==> src/rtl/fp_mul_pipe_if.sv <==
// fp_mul_pipe_if: operand and result handshake bundle for fp_mul_pipe.
// Handshake: a transfer happens on a rising clk edge where valid && ready are
// both high; a producer holds valid and its payload stable until that edge.
interface fp_mul_pipe_if #(
    parameter int EXP_W = 8,
    parameter int MAN_W = 23
);
    localparam int W = EXP_W + MAN_W + 1;

    logic         in_valid;
    logic         in_ready;
    logic [W-1:0] a;
    logic [W-1:0] b;
    logic         out_valid;
    logic         out_ready;
    logic [W-1:0] result;
    logic [3:0]   flags;

    // Producer of operands and consumer of results.
    modport master (
        output in_valid, a, b, out_ready,
        input  in_ready, out_valid, result, flags
    );

    // The multiplier itself.
    modport slave (
        input  in_valid, a, b, out_ready,
        output in_ready, out_valid, result, flags
    );
endinterface

==> src/rtl/fp_mul_pipe.sv <==
// fp_mul_pipe: 3-stage IEEE-754 multiplier with round-to-nearest-even,
// DAZ/FTZ, full special-case handling and {invalid, overflow, underflow,
// inexact} flags. Optional macro FP_MUL_STICKY_FLAGS_EN adds flags_clr and
// sticky_flags (accumulated flags of every delivered result).
// Stages: S1 unpack/classify/exponent sum, S2 mantissa multiply,
// S3 normalise/round/pack. One global enable moves every stage together.
module fp_mul_pipe #(
    parameter int EXP_W = 8,
    parameter int MAN_W = 23
) (
    input  logic        clk,
    input  logic        rst,
`ifdef FP_MUL_STICKY_FLAGS_EN
    input  logic        flags_clr,
    output logic [3:0]  sticky_flags,
`endif
    fp_mul_pipe_if.slave bus
);
    localparam int W  = EXP_W + MAN_W + 1;
    localparam int EW = EXP_W + 2;       // signed working exponent width
    localparam int PW = 2 * MAN_W + 2;   // full mantissa product width

    localparam logic [EXP_W-1:0]    EXP_ONES = '1;
    localparam logic signed [EW-1:0] BIAS     = EW'((1 << (EXP_W - 1)) - 1);
    localparam logic signed [EW-1:0] EXP_MAX  = EW'((1 << EXP_W) - 1);
    localparam logic signed [EW-1:0] EXP_ZERO = '0;
    localparam logic [W-1:0]        QNAN     = {1'b0, EXP_ONES, 1'b1, {(MAN_W-1){1'b0}}};

    logic adv;

    // ---------------- S1: unpack and classify ----------------
    logic             sa, sb;
    logic [EXP_W-1:0] ea, eb;
    logic [MAN_W-1:0] fa, fb;
    logic             a_zero, b_zero, a_inf, b_inf, a_nan, b_nan, a_snan, b_snan;

    assign {sa, ea, fa} = bus.a;
    assign {sb, eb, fb} = bus.b;
    assign a_zero = (ea == '0);
    assign b_zero = (eb == '0);
    assign a_inf  = (ea == EXP_ONES) && (fa == '0);
    assign b_inf  = (eb == EXP_ONES) && (fb == '0);
    assign a_nan  = (ea == EXP_ONES) && (fa != '0);
    assign b_nan  = (eb == EXP_ONES) && (fb != '0);
    assign a_snan = a_nan && !fa[MAN_W-1];
    assign b_snan = b_nan && !fb[MAN_W-1];

    logic                   s1_sign_d, s1_spec_d;
    logic signed [EW-1:0]   s1_exp_d;
    logic [W-1:0]           s1_sres_d;
    logic [3:0]             s1_sflg_d;

    logic                   s1_valid_q, s1_sign_q, s1_spec_q;
    logic signed [EW-1:0]   s1_exp_q;
    logic [MAN_W:0]         s1_ma_q, s1_mb_q;
    logic [W-1:0]           s1_sres_q;
    logic [3:0]             s1_sflg_q;

    // Exponent sum and special-case override decided before the multiply.
    always_comb begin
        s1_sign_d = sa ^ sb;
        s1_exp_d  = $signed({2'b00, ea}) + $signed({2'b00, eb}) - BIAS;
        s1_spec_d = 1'b1;
        s1_sres_d = '0;
        s1_sflg_d = '0;
        if (a_nan || b_nan) begin
            s1_sres_d = QNAN;
            s1_sflg_d = {a_snan || b_snan, 3'b000};
        end else if ((a_inf && b_zero) || (a_zero && b_inf)) begin
            s1_sres_d = QNAN;
            s1_sflg_d = 4'b1000;
        end else if (a_inf || b_inf) begin
            s1_sres_d = {s1_sign_d, EXP_ONES, {MAN_W{1'b0}}};
        end else if (a_zero || b_zero) begin
            s1_sres_d = {s1_sign_d, {(W-1){1'b0}}};
        end else begin
            s1_spec_d = 1'b0;
        end
    end

    // S1 register: capture classified operands when the pipe advances.
    always_ff @(posedge clk) begin
        if (rst) begin
            s1_valid_q <= 1'b0;
        end else if (adv) begin
            s1_valid_q <= bus.in_valid;
            s1_sign_q  <= s1_sign_d;
            s1_exp_q   <= s1_exp_d;
            s1_ma_q    <= {1'b1, fa};
            s1_mb_q    <= {1'b1, fb};
            s1_spec_q  <= s1_spec_d;
            s1_sres_q  <= s1_sres_d;
            s1_sflg_q  <= s1_sflg_d;
        end
    end

    // ---------------- S2: mantissa multiply ----------------
    logic [PW-1:0]          prod_d;
    logic                   s2_valid_q, s2_sign_q, s2_spec_q;
    logic signed [EW-1:0]   s2_exp_q;
    logic [PW-1:0]          s2_prod_q;
    logic [W-1:0]           s2_sres_q;
    logic [3:0]             s2_sflg_q;

    assign prod_d = {{(MAN_W+1){1'b0}}, s1_ma_q} * {{(MAN_W+1){1'b0}}, s1_mb_q};

    // S2 register: full-width product plus pass-through of S1 results.
    always_ff @(posedge clk) begin
        if (rst) begin
            s2_valid_q <= 1'b0;
        end else if (adv) begin
            s2_valid_q <= s1_valid_q;
            s2_sign_q  <= s1_sign_q;
            s2_exp_q   <= s1_exp_q;
            s2_prod_q  <= prod_d;
            s2_spec_q  <= s1_spec_q;
            s2_sres_q  <= s1_sres_q;
            s2_sflg_q  <= s1_sflg_q;
        end
    end

    // ---------------- S3: normalise, round, pack ----------------
    logic                 p_msb, guard_b, round_b, sticky_b, round_up;
    logic [MAN_W-1:0]     frac;
    logic [MAN_W:0]       frac_r;
    logic signed [EW-1:0] exp_f;
    logic [W-1:0]         res_d;
    logic [3:0]           flg_d;

    // Product lies in [1,4); a set MSB means one extra bit of integer part.
    assign p_msb    = s2_prod_q[PW-1];
    assign frac     = p_msb ? s2_prod_q[PW-2 -: MAN_W] : s2_prod_q[PW-3 -: MAN_W];
    assign guard_b  = p_msb ? s2_prod_q[MAN_W]   : s2_prod_q[MAN_W-1];
    assign round_b  = p_msb ? s2_prod_q[MAN_W-1] : s2_prod_q[MAN_W-2];
    assign sticky_b = p_msb ? |s2_prod_q[MAN_W-2:0] : |s2_prod_q[MAN_W-3:0];
    assign round_up = guard_b && (round_b || sticky_b || frac[0]);
    // A carry out of the fraction leaves it all-zero, so only the exponent moves.
    assign frac_r   = {1'b0, frac} + {{MAN_W{1'b0}}, round_up};
    assign exp_f    = s2_exp_q + $signed({{(EW-1){1'b0}}, p_msb})
                               + $signed({{(EW-1){1'b0}}, frac_r[MAN_W]});

    // Final result selection: specials, then overflow, underflow, normal.
    always_comb begin
        res_d = '0;
        flg_d = '0;
        if (s2_spec_q) begin
            res_d = s2_sres_q;
            flg_d = s2_sflg_q;
        end else if (exp_f >= EXP_MAX) begin
            res_d = {s2_sign_q, EXP_ONES, {MAN_W{1'b0}}};
            flg_d = 4'b0101;
        end else if (exp_f <= EXP_ZERO) begin
            res_d = {s2_sign_q, {(W-1){1'b0}}};
            flg_d = 4'b0011;
        end else begin
            res_d = {s2_sign_q, exp_f[EXP_W-1:0], frac_r[MAN_W-1:0]};
            flg_d = {3'b000, guard_b | round_b | sticky_b};
        end
    end

    logic         out_valid_q;
    logic [W-1:0] result_q;
    logic [3:0]   flags_q;

    // Output register: holds while the consumer stalls.
    always_ff @(posedge clk) begin
        if (rst) begin
            out_valid_q <= 1'b0;
            result_q    <= '0;
            flags_q     <= '0;
        end else if (adv) begin
            out_valid_q <= s2_valid_q;
            if (s2_valid_q) begin
                result_q <= res_d;
                flags_q  <= flg_d;
            end
        end
    end

    // Whole pipe moves when the output slot is free or being drained.
    assign adv           = bus.out_ready || !out_valid_q;
    assign bus.in_ready  = adv;
    assign bus.out_valid = out_valid_q;
    assign bus.result    = result_q;
    assign bus.flags     = flags_q;

`ifdef FP_MUL_STICKY_FLAGS_EN
    logic [3:0] sticky_q;

    // Accumulate flags of delivered results; clear has priority.
    always_ff @(posedge clk) begin
        if (rst || flags_clr) begin
            sticky_q <= '0;
        end else if (out_valid_q && bus.out_ready) begin
            sticky_q <= sticky_q | flags_q;
        end
    end

    assign sticky_flags = sticky_q;
`endif
endmodule

==> src/flat_wrapper.sv <==
// flat-port wrapper written by rule: the top's interface ports become plain ports
module fp_mul_pipe_flat 
#(
    parameter int EXP_W = 8,
    parameter int MAN_W = 23
)
  (clk, rst, bus_in_valid, bus_a, bus_b, bus_out_ready, bus_in_ready, bus_out_valid, bus_result, bus_flags);
  fp_mul_pipe_if #(.EXP_W(EXP_W), .MAN_W(MAN_W)) bus_i ();
  input  logic clk;
  input  logic rst;
  input wire logic [$bits(bus_i.in_valid)-1:0] bus_in_valid;
  input wire logic [$bits(bus_i.a)-1:0] bus_a;
  input wire logic [$bits(bus_i.b)-1:0] bus_b;
  input wire logic [$bits(bus_i.out_ready)-1:0] bus_out_ready;
  output wire logic [$bits(bus_i.in_ready)-1:0] bus_in_ready;
  output wire logic [$bits(bus_i.out_valid)-1:0] bus_out_valid;
  output wire logic [$bits(bus_i.result)-1:0] bus_result;
  output wire logic [$bits(bus_i.flags)-1:0] bus_flags;
  assign bus_i.in_valid = bus_in_valid;
  assign bus_i.a = bus_a;
  assign bus_i.b = bus_b;
  assign bus_i.out_ready = bus_out_ready;
  assign bus_in_ready = bus_i.in_ready;
  assign bus_out_valid = bus_i.out_valid;
  assign bus_result = bus_i.result;
  assign bus_flags = bus_i.flags;
  fp_mul_pipe #(.EXP_W(EXP_W), .MAN_W(MAN_W)) u_core (.clk(clk), .rst(rst), .bus(bus_i));
endmodule
==> config.mk <==
export PLATFORM = sky130hd
export DESIGN_NAME = fp_mul_pipe_flat
export DESIGN_NICKNAME = d
export VERILOG_FILES = /design/src/rtl/fp_mul_pipe_if.sv /design/src/rtl/fp_mul_pipe.sv /design/src/flat_wrapper.sv
export SDC_FILE = /design/constraint.sdc
export NUM_CORES = 2
export LEC_CHECK = 0
export ABC_AREA = 1
export CAP_MARGIN = 20
export CORE_UTILIZATION = 64
export DETAILED_ROUTE_END_ITERATION = 12
export PLACE_DENSITY = 0.89
export SLEW_MARGIN = 20
export SYNTH_ARGS = -nofsm -noshare
export SYNTH_HDL_FRONTEND = slang
export SYNTH_SLANG_ARGS = --single-unit
==> constraint.sdc <==
create_clock -name clk -period 10 [get_ports clk]
set_input_delay 1 -clock clk [delete_from_list [all_inputs] [get_ports clk]]
set_output_delay 1 -clock clk [all_outputs]
set_load 0.1 [all_outputs]
==> flow_summary_export.csv <==
group,metric,value,unit
outcome,status,"finished, final reports clean",
cells_and_area,antenna_cells,0,
cells_and_area,fill_cells,3075,
detailed_routing,wirelength,71500,um
timing,rsz0062_at_grt,"false",
critical_path,crit_required,10.23,ns
logic_synthesis,netlist_instances,3445,
critical_path,r2r_slack,2.72,ns
timing,fin_skew,0.0150,ns
logic_synthesis,yosys.cell_types.count,40,
cells_and_area,syn2layout_area_growth,7.55,%
logic_synthesis,synth_commonest_cells,"inv_1 (1,016), nand2_1 (877), fa_1 (484)",
critical_path,end_kind,"register",
clocking,postCtsResizedCells,0,
detailed_routing,drt_first_iter_violations,2022,
grt,antenna_found_initial,0,
placed_design,post-dp-hpwl,57100,um
min_path,hold_path.startpoint,"u_core.s1_exp_q[5]$_DFFE_PP_",
clocking,post_cts_buffers,0,
critical_path,critPathLaunch,"u_core.s1_ma_q[12]$_DFFE_PP_",
timing,setup_viol,0,
timing,fmax,137,MHz
detailed_routing,num_vias,22300,
clocking,cts_tree,"built",
critical_path,worstRegToRegCells,24,
clocking,clkTransAtPathRegs,0.08,ns
grt,grt_pass1_wl,119000,um
grt,track_usage,34.9,%
clocking,clk_path_buf_depth,2,
die,die_w,209,um
logic_synthesis,seq_area_frac_synth,16.7,%
critical_path,path_class,"register to register",
critical_path,r2r_start,"u_core.s1_ma_q[12]$_DFFE_PP_",
logic_synthesis,yosysMostFrequentCell,"inv_1",
logic_synthesis,synthTopCellsByArea,"fa_1 (35%), inv_1 (14%), edfxtp_1 (14%)",
clocking,clkLatencyLatePin,0.46,ns
logic_synthesis,async_flop_share,0,%
timing,maxSlewHeadroom,22.4,%
logic_synthesis,synth_edf_count,126,
cells_and_area,register_area,4560,um^2
logic_synthesis,synthFlopType,"edfxtp_1",
min_path,holdPathEnd,"u_core.s2_exp_q[5]$_DFFE_PP_",
logic_synthesis,ys.warnings.count,0,
clocking,hold_buffers,0,
placed_design,gp_congestion,1.02,
logic_synthesis,synth_top_cell_by_area,"fa_1",
timing,hold_viol,0,
timing,fin_crit,7.28,ns
critical_path,critPathArrivalTime,7.51,ns
critical_path,r2r-end,"u_core.s2_prod_q[22]$_DFFE_PP_",
min_path,min_path_type,"register to register",
timing,drv_slew,0,
job,cap_violations,0,
cells_and_area,nets,4223,
detailed_routing,drc,0,
logic_synthesis,syn_area,27400,um^2
die,rows,75,
min_path,hold_path_depth,0,
logic_synthesis,avgSynthCellArea,7.95,um^2
placed_design,port_buffers,105,
logic_synthesis,netlist.area_leader.share,35.4,%
logic_synthesis,ys_ff_latch,165,
grt,first_global_vias,23900,
cells_and_area,multi_input_area,18500,um^2
timing,fin_crit_sh,72.8,%
logic_synthesis,syn-num-nets,4182,
die,fp.dieH,209,um
detailed_routing,first_pass_iters,6,
timing,tightestPinTransition,1.16,ns
grt,grt-ovfl-total,0,
clocking,numCtsBuffers,17,
critical_path,crit_fanout,24,
die,coreArea,42000,um^2
clocking,h-tree-depth,4,
timing,final.setup.tns,0,ns
die,pin_count,106,
detailed_routing,avgRoutedWirePerCell,17.7,um
die,initial_utilization,65.1,%
clocking,numClockSinks,165,
critical_path,cp-start-kind,"register",
cells_and_area,layout-drive-gt1-share,2.57,%
detailed_routing,avgViaCountPerCell,5.53,
detailed_routing,detail-route-antenna-nets,0,
die,design.die.area,43600,um^2
clocking,clock_tree.root_cell,"clkbuf_16",
grt,grt_max_degree,68,
worst max-delay path by stage:
stage,end,depth (start not counted),slack [ns]
2_1_floorplan,u_core.s1_exp_q[0]$_DFFE_PP_,3,2.73
3_3_place_gp,u_core.s2_prod_q[22]$_DFFE_PP_,24,3.04
3_5_place_dp,u_core.s2_prod_q[22]$_DFFE_PP_,24,2.96
4_1_cts,u_core.s2_prod_q[22]$_DFFE_PP_,24,2.90
5_1_grt,u_core.s2_prod_q[34]$_DFFE_PP_,25,2.45
6_report,u_core.s2_prod_q[22]$_DFFE_PP_,24,2.72
routing by layer:
layer / up-vias / wire length, um / global-route usage (%)
met4: 0 / 3450 / 16.6
met1: 10700 / 25900 / 43.3
met2: 1255 / 34800 / 58.4
li1: 10100 / - / -
met3: 284 / 7460 / 7.33
met5: - / 0 / 0
layout make-up:
class,count,share of cell area [%]
Tap cell,539,2.29
Clock inverter,11,0.361
Sequential cell,165,15.5
Timing Repair Buffer,130,4.23
Clock buffer,21,1.67
Inverter,1023,13.0
Multi-Input combinational cell,2149,62.9
logic make-up after synthesis:
logic type | synth area share, %
AOI/OAI and AO/OA | 4.01
DFF | 16.7
adders and majority gates | 43.8
buffers and inverters | 15.7
xor gates and xnor gates | 1.73
and+or+nand+nor | 18.1
cells in the final DEF (no fill, tap or decap), types with 3 or more instances in the layout:
cell type        Yosys  final
a21o_1               5      5
a21oi_1             94     94
a31oi_1              5      5
buf_4                2     24
clkbuf_16            0     19
clkdlybuf4s50_1      0    105
dfxtp_1             39     39
edfxtp_1           126    126
fa_1               484    484
ha_1               185    185
inv_1             1016   1016
inv_2                5      5
inv_4                0      3
inv_6                0      3
nand2_1            877    877
nand2_2              3      3
nand3_1             87     87
nand3b_1             5      5
nand4_1             27     27
nor2_1             172    171
nor2_2               9      9
nor2_4               2      3
nor3_1              14     14
nor4_1              18     18
o211ai_1             4      4
o21ai_0             53     53
o21ai_1             10     10
o21ai_2              6      6
o21bai_1            16     16
or2_2                8      8
xnor2_1             15     15
xor2_1              39     39
sequential cells by signal, summed over array words and instances, names as in the netlist:
| name | flops |
|---|---|
| u_core.bus.result | 32 |
| u_core.bus.flags | 4 |
| u_core.s2_valid_q | 1 |
| u_core.s1_ma_q | 23 |
| u_core.bus.out_valid | 1 |
| u_core.s1_mb_q | 23 |
| u_core.s1_sign_q | 1 |
| u_core.s1_sres_q | 3 |
| u_core.s2_spec_q | 1 |
| u_core.s1_valid_q | 1 |
| u_core.s2_exp_q | 10 |
| u_core.s2_sign_q | 1 |
| u_core.s2_sflg_q | 1 |
| u_core.s1_spec_q | 1 |
| u_core.s1_sflg_q | 1 |
| u_core.s2_sres_q | 3 |
| u_core.s1_exp_q | 10 |
| u_core.s2_prod_q | 48 |
worst max-delay path: stages, from the launching register on:
cell and delay (ns):
edfxtp_1 1.13, nand2_1 0.22, fa_1 0.58, inv_1 0.05, fa_1 0.48, inv_1 0.06
fa_1 0.53, inv_1 0.05, fa_1 0.53, inv_1 0.07, fa_1 0.52, inv_1 0.05
fa_1 0.49, inv_1 0.06, fa_1 0.48, inv_1 0.04, ha_1 0.33, nand2_1 0.13
inv_1 0.04, a21boi_0 0.33, nor2_1 0.08, nor2_1 0.18, nand2_1 0.09, a21oi_1 0.26
xnor2_1 0.25
per-stage QoR:
stage | std cells | hold WS, ns | utilization (%) | worst slack (ns) | cell area, um^2
global route | 4038 | 0.422 | 70.1 | 2.45 | 29500
detailed placement | 4005 | 0.405 | 68.6 | 2.96 | 28800
CTS | 4037 | 0.419 | 70.0 | 2.90 | 29400
finish | 4038 | 0.418 | 70.1 | 2.72 | 29500
global placement | 4005 | 0.401 | 68.6 | 3.04 | 28800
floorplan | 3445 | 0.400 | - | 2.73 | 27400
Power is left out: the tool's default activity adds up to more than one toggle a clock period on the data nets, which glitch-free logic cannot reach.
